`src/rtl/multicycle_ctrl.sv`:
```
// Control FSM for a multicycle RV-style datapath: sequences fetch, decode, execute,
// memory and writeback, and traps on illegal opcodes or a memory that never answers.
module multicycle_ctrl #(
    parameter int MEM_TIMEOUT = 16
) (
    input  logic        clk,
    input  logic        rst,
    input  logic [6:0]  opcode,
    input  logic        mem_ready,
    input  logic        branch_taken,
    output logic        mem_req,
    output logic        mem_we,
    output logic        addr_sel,
    output logic        ir_we,
    output logic        pc_we,
    output logic [1:0]  pc_src,
    output logic        reg_we,
    output logic [1:0]  wb_sel,
    output logic        alu_a_sel,
    output logic        alu_b_sel,
    output logic [1:0]  alu_op,
    output logic [2:0]  state,
    output logic [1:0]  trap_cause,
    output logic [31:0] inst_count
);

    typedef enum logic [2:0] {
        FETCH  = 3'd0,
        DECODE = 3'd1,
        EXEC   = 3'd2,
        MEM    = 3'd3,
        WB     = 3'd4,
        TRAP   = 3'd5
    } state_t;

    localparam logic [6:0] OPC_LUI     = 7'b0110111;
    localparam logic [6:0] OPC_AUIPC   = 7'b0010111;
    localparam logic [6:0] OPC_JAL     = 7'b1101111;
    localparam logic [6:0] OPC_JALR    = 7'b1100111;
    localparam logic [6:0] OPC_BRANCH  = 7'b1100011;
    localparam logic [6:0] OPC_LOAD    = 7'b0000011;
    localparam logic [6:0] OPC_STORE   = 7'b0100011;
    localparam logic [6:0] OPC_OPIMM   = 7'b0010011;
    localparam logic [6:0] OPC_OPIMM32 = 7'b0011011;
    localparam logic [6:0] OPC_OP      = 7'b0110011;
    localparam logic [6:0] OPC_OP32    = 7'b0111011;

    state_t      cur, nxt;
    logic [1:0]  cause_nxt;
    logic        retire;
    logic [31:0] wait_cnt;
    logic        timeout;
    logic        is_load, is_store, is_branch, is_jump, is_lui, is_op, is_opimm, is_upc, legal;

    assign is_load   = (opcode == OPC_LOAD);
    assign is_store  = (opcode == OPC_STORE);
    assign is_branch = (opcode == OPC_BRANCH);
    assign is_jump   = (opcode == OPC_JAL) || (opcode == OPC_JALR);
    assign is_lui    = (opcode == OPC_LUI);
    assign is_op     = (opcode == OPC_OP) || (opcode == OPC_OP32);
    assign is_opimm  = (opcode == OPC_OPIMM) || (opcode == OPC_OPIMM32);
    assign is_upc    = (opcode == OPC_AUIPC) || (opcode == OPC_JAL);
    assign legal     = opcode inside {OPC_LUI, OPC_AUIPC, OPC_JAL, OPC_JALR, OPC_BRANCH,
                                      OPC_LOAD, OPC_STORE, OPC_OPIMM, OPC_OPIMM32,
                                      OPC_OP, OPC_OP32};

    // Timeout fires on the cycle that would be the MEM_TIMEOUT-th consecutive wait;
    // a handshake in that same cycle is checked first and therefore wins.
    assign timeout = (MEM_TIMEOUT != 0) && (wait_cnt == 32'(MEM_TIMEOUT - 1));
    assign state   = cur;

    always_ff @(posedge clk) begin
        if (rst) begin
            cur        <= FETCH;
            trap_cause <= 2'd0;
            inst_count <= 32'd0;
            wait_cnt   <= 32'd0;
        end else begin
            cur        <= nxt;
            trap_cause <= cause_nxt;
            if (retire)
                inst_count <= inst_count + 32'd1;
            if (mem_req && !mem_ready && (nxt == cur))
                wait_cnt <= wait_cnt + 32'd1;
            else
                wait_cnt <= 32'd0;
        end
    end

    always_comb begin
        nxt       = cur;
        cause_nxt = trap_cause;
        retire    = 1'b0;
        mem_req   = 1'b0;
        mem_we    = 1'b0;
        addr_sel  = 1'b0;
        ir_we     = 1'b0;
        pc_we     = 1'b0;
        pc_src    = 2'd0;
        reg_we    = 1'b0;
        wb_sel    = 2'd0;
        alu_a_sel = 1'b0;
        alu_b_sel = 1'b0;
        alu_op    = 2'd0;
        case (cur)
            FETCH: begin
                mem_req = 1'b1;
                if (mem_ready) begin
                    ir_we = 1'b1;
                    nxt   = DECODE;
                end else if (timeout) begin
                    nxt       = TRAP;
                    cause_nxt = 2'd2;
                end
            end
            DECODE: begin
                if (legal) begin
                    nxt = EXEC;
                end else begin
                    nxt       = TRAP;
                    cause_nxt = 2'd1;
                end
            end
            EXEC: begin
                alu_a_sel = is_upc;
                alu_b_sel = !(is_op || is_branch);
                alu_op    = is_branch ? 2'd2 : ((is_op || is_opimm) ? 2'd1 : 2'd0);
                if (is_branch) begin
                    pc_we  = 1'b1;
                    pc_src = branch_taken ? 2'd1 : 2'd0;
                    retire = 1'b1;
                    nxt    = FETCH;
                end else if (is_load || is_store) begin
                    nxt = MEM;
                end else begin
                    nxt = WB;
                end
            end
            MEM: begin
                mem_req  = 1'b1;
                addr_sel = 1'b1;
                mem_we   = is_store;
                if (mem_ready) begin
                    if (is_store) begin
                        pc_we  = 1'b1;
                        retire = 1'b1;
                        nxt    = FETCH;
                    end else begin
                        nxt = WB;
                    end
                end else if (timeout) begin
                    nxt       = TRAP;
                    cause_nxt = 2'd2;
                end
            end
            WB: begin
                reg_we = 1'b1;
                pc_we  = 1'b1;
                retire = 1'b1;
                nxt    = FETCH;
                wb_sel = is_load ? 2'd1 : (is_jump ? 2'd2 : (is_lui ? 2'd3 : 2'd0));
                pc_src = is_jump ? 2'd2 : 2'd0;
            end
            TRAP: begin
                nxt = TRAP;
            end
            default: begin
                nxt       = TRAP;
                cause_nxt = 2'd1;
            end
        endcase
        // Reset kills any in-flight access so nothing retires or strobes during it.
        if (rst) begin
            mem_req = 1'b0;
            mem_we  = 1'b0;
            ir_we   = 1'b0;
            pc_we   = 1'b0;
            reg_we  = 1'b0;
            retire  = 1'b0;
        end
    end

endmodule
```
`config.mk`:
```
export PLATFORM = sky130hd
export DESIGN_NAME = multicycle_ctrl
export DESIGN_NICKNAME = d
export VERILOG_FILES = /design/src/rtl/multicycle_ctrl.sv
export SDC_FILE = /design/constraint.sdc
export NUM_CORES = 1
export LEC_CHECK = 0
export ABC_AREA = 1
export CORE_ASPECT_RATIO = 1.4
export CORE_MARGIN = 10
export CORE_UTILIZATION = 50
export DETAILED_ROUTE_END_ITERATION = 8
export PLACE_DENSITY = 0.74
export SYNTH_ARGS = -nofsm -noshare
export SYNTH_HDL_FRONTEND = slang
export SYNTH_SLANG_ARGS = --single-unit
```
`constraint.sdc`:
```
create_clock -name clk -period 7.51 [get_ports clk]
set_clock_uncertainty 0.1 [all_clocks]
set_input_delay 2.253 -clock clk [delete_from_list [all_inputs] [get_ports clk]]
set_output_delay 2.253 -clock clk [all_outputs]
set_load 0.05 [all_outputs]
```
# == After elaboration in Yosys (flattened, before gate mapping) ==
# Index checks and enable logic that the tools add are counted.
# totals
ff_bits,69
latchBits,0
mem_bits_rw,0
mem_bits_ro,0
out_inout_bits,51
memories,0
# op_classes
add_sub_neg,2
multipliers,0
div_mod_pow,0
magnitude_cmp,0
eq_ne,21
shift,0
mux,40
bitwise,2
reduce_logical,17
# ops
op,n
32-bit by 1-bit adder with 32-bit output (second input constant),2
32-bit by 4-bit equality test with 1-bit output (second input constant),1
7-bit by 6-bit equality test with 1-bit output (second input constant),4
7-bit by 5-bit equality test with 1-bit output (second input constant),3
7-bit equality test (second input constant),3
3-bit two-way mux,7
2-bit two-way mux,10
1-bit two-way mux,19
3-bit one-hot mux with 5 select lines,1
11-bit nonzero test,1
7-bit by 2-bit equality test with 1-bit output (second input constant),1
1-bit logical OR,7
3-bit by 2-bit equality test with 1-bit output (second input constant),2
3-bit equality test (second input constant),2
2-bit one-hot mux with 3 select lines,1
2-bit != test (second input constant),2
2-bit one-hot mux with 2 select lines,1
4-bit AND reduction,1
2-bit OR reduction,2
3-bit by 1-bit equality test with 1-bit output (second input constant),1
3-bit equality test,1
3-bit logical NOT,1
1-bit one-hot mux with 3 select lines,1
3-bit OR reduction,1
other kinds (4),7

# == Longest topological paths before layout ==
# depth
word_depth,9
depth_mapped,12
mapped_depth_nobuf,11

# == Worst setup path after synthesis ==
# Ideal clock, no wire load.
# synth_path
path_kind,input to output
from,input opcode[1]
to,output wb_sel[1]
arrival_ps,3806
required_time_ps,5157
setup_slack_ps,1351
stages,5
n_path_buf,0
cell_sequence,nand2_1 > nor2_1 > nand2_1 > nand2_1 > nor3b_1
# synth_between
elab_chain_len,5
elab_cells_between_ends,9
# synth_rtl
item,line,source
start: declaration,8,"input logic [6:0] opcode,"
7-bit by 6-bit equality test with 1-bit output / 7-bit equality test (equally long branches),"59, 58",
2-bit two-way mux / 1-bit logical OR (equally long branches),"161, 58",
2-bit two-way mux,161,wb_sel = is_load ? 2'd1 : (is_jump ? 2'd2 : (is_lui ? 2'd3 : 2'd0));
2-bit two-way mux *,161,
2-bit two-way mux *,105,case (cur)
end: declaration,18,"output logic [1:0] wb_sel,"
# Every way passes the cells marked *; elsewhere a longest branch is shown, timed or not.

# == Worst setup path after layout ==
# Same ends and word-level chain as after synthesis.

==> impl_metrics.csv <==
group,metric,value,unit
status,status,"finished clean",
layout,drive_gt1_frac,0.102,
floorplan,fp.dieH,132,um
sta,slew_headroom,0.632,
power_and_ir_drop,p_leak,1.96,nW
floorplan,die_w,99.8,um
routing,wl_per_cell,15.1,um
clocking,cts.repair.resized,0,
place,port_buffers,61,
grt,grt-ovfl-total,0,
grt,antenna_found_initial,0,
yosys,syn-num-nets,708,
yosys,synth.most_common_cell,"nand2_1",
floorplan,die-area,13100,sq um
layout,synthToLayoutAreaGrowth,22.5,%
clocking,clkSlewWorstSetupHoldPaths,60,ps
yosys,syn_inst,695,
clocking,postCtsSetupBuffers,0,
worst_setup_path,crit_chain,"clkdlybuf4s50_1, nand2_1, nor2_1, nand2_1, nand2_1, nor3b_1, clkdlybuf4s50_1",
layout,nFillCells,823,
routing,drtIter0Drc,192,
layout,fin_nets,769,
sta,worst_pin_slew,550,ps
clocking,cts_num_sinks,69,
sta,fin_crit,6640,ps
yosys,synth_top_area_cell,"dfxtp_1",
worst_setup_path,cp.buffers_inverters,2,
clocking,clk_latency,340,ps
sta,tns,0,ps
clocking,clock-root-buffer,"clkbuf_16",
grt,grt_pass1_vias,4559,
worst_setup_path,critPathMaxFanout,4,
yosys,synth_area_per_cell,6.41,sq um
yosys,synth.area.top_cells,"dfxtp_1, nand2_1, nor2_1, xor2_1, inv_1",
yosys,synth-seq-cells,69,
place,gp_congestion,0.900,
routing,drt-total-wl,13100,um
worst_setup_path,critPathSlowestCell,"clkdlybuf4s50_1",
clocking,postCtsHoldBufs,0,
yosys,ys_types,36,
place,place_ws,873,ps
yosys,yosysTopAreaCellShare,0.310,
yosys,synth_ff_type,"dfxtp_1",
layout,ff_latch_area,1380,sq um
grt,grt_max_degree,33,
yosys,synth_top_cells_by_count,"nand2_1, nor2_1, inv_1, dfxtp_1, nand3_1",
sta,setup_violations,0,
layout,antennaDiodeCount,0,
clocking,cts_max_level,3,
worst_setup_path,critPathKind,"in -> out",
floorplan,core_area,8660,sq um
sta,slew_violations,0,
clocking,cts_tree,"yes",
layout,layout.cells.non_filler,866,
worst_setup_path,slowest_delay,860,ps
worst_setup_path,crit_required,5160,ps
routing,via_per_inst,5.34,
yosys,synth_edf_count,0,
layout,multi_input_area,2610,sq um
sta,worst_slack,872,ps
clocking,cts.path.max_buffers,2,
yosys,async_reset_ff_frac,0,
sta,fmax,151,MHz
run,cap_violations,0,
clocking,numCtsBuffers,9,
floorplan,rows,40,
power_and_ir_drop,pwr_density_cell,192,nW/um^2
yosys,ys_seq_area_frac,0.310,
place,dpl.cell_count,850,
floorplan,io_pins,62,
sta,min_period_over_period,0.884,
routing,dr.pass1.iters,5,
worst_setup_path,arrival,4290,ps
floorplan,initial_core_util,0.515,
routing,drcViolationCount,0,
min_path,hold_class,"reg -> reg",
sta,rsz0062_at_grt,"false",
place,dp_hpwl,10200,um
routing,dr_total_vias,4622,
worst_setup_path,critical-path-top-delay-family,"buffers and inverters",
worst_setup_path,start_kind,"input port",
grt,grt_first_pass_wirelength,21300,um
yosys,syn_area,4460,sq um
worst_setup_path,end_kind,"primary output",
sta,finalHoldViolCount,0,
routing,postRouteAntennaNets,0,
worst_setup_path,cpMostUsedCell,"nand2_1",
grt,gr-usage-all-layers,0.199,
power_and_ir_drop,ir_worst_vdd,0.154,mV
yosys,yosysWarnings,0,
-- worst reg2reg max path, cell delays in order, from the launching register on --
cell and delay, ps:
dfxtp_1 350, ha_1 190, nand2_1 70, nor2_2 170, inv_2 90, nor2_1 100
nand2_1 110, nor2_2 170, nand4_1 160, nand4_4 430, nor2_1 100
-- per-stage QoR --
step / power, W / hold slack, ps / util / cell area [sq um]
after floorplan: 0.000519 / 318 / - / 4460
after global placement: 0.000557 / 328 / 0.590 / 5110
after detailed placement: 0.000558 / 347 / 0.590 / 5110
after CTS: 0.00105 / 360 / 0.630 / 5460
after global routing: 0.00109 / 392 / 0.630 / 5460
final: 0.00105 / 349 / 0.630 / 5460
-- registers in the layout, summed over array words and instances, names as in the netlist --
register / count
inst_count: 32
state: 3
trap_cause: 2
wait_cnt: 32
-- cell usage in the layout, fill, tap and decap left out, types with 2 or more instances in the layout --
cell             instances
nand2_1                165
nor2_1                 118
inv_1                   84
dfxtp_1                 69
clkdlybuf4s50_1         60
nand3_1                 39
nor3_1                  38
xor2_1                  37
a21oi_1                 23
nand4_1                 16
nor2_2                  14
nand2_2                 13
inv_2                   11
a21oi_2                  9
o21ai_0                  9
clkbuf_16                9
xnor2_1                  8
nor3_2                   4
a31oi_1                  4
nand3b_1                 4
bufinv_16                3
nor2_4                   2
nand3_2                  2
clkinv_1                 2
nor3b_1                  2
ha_1                     2
clkinvlp_4               2
buf_4                    2
-- report_power, final --
| part | total, W | switching [W] | internal, W |
|---|---|---|---|
| clock network | 0.000497 | 0.000165 | 0.000333 |
| logic | 0.000165 | 0.000119 | 0.0000462 |
| registers | 0.000385 | 0.0000111 | 0.000374 |
-- metal layers --
metal  vias to the layer above  track usage  part of all wire
met3                        52       0.0498             0.048
met1                      2108        0.198              0.37
li1                       2318            -                 -
met5                         -            0                 0
met4                         0        0.131             0.057
met2                       144        0.350              0.52
-- kinds of logic after synthesis --
group	after synthesis	synth area share
simple gates	423	0.431
buf+inv	110	0.104
flops	69	0.310
compound gates	46	0.0607
xor+xnor	45	0.0885
fa+ha+maj	2	0.00562
-- path summary, 6_finish.rpt --
kind / start / to / slack [ps] / depth (start not counted)
worst max-delay path: opcode[1] / wb_sel[1] / 870 / 7
worst min-delay path: wait_cnt[0]$_SDFF_PP0_ / wait_cnt[0]$_SDFF_PP0_ / 350 / 1
worst max register to register: wait_cnt[0]$_SDFF_PP0_ / wait_cnt[8]$_SDFF_PP0_ / 5330 / 10
worst min register to register: wait_cnt[0]$_SDFF_PP0_ / wait_cnt[0]$_SDFF_PP0_ / 350 / 1
-- cell type report --
| cell class | instances | area share |
|---|---|---|
| sequential | 69 | 0.253 |
| multi-input combinational | 516 | 0.478 |
| clock inverter | 6 | 0.0202 |
| inverter | 98 | 0.0683 |
| tap | 105 | 0.0241 |
| timing repair buffer | 62 | 0.113 |
| clock buffer | 10 | 0.0438 |
No activity file was read; power rests on OpenSTA's default activity.
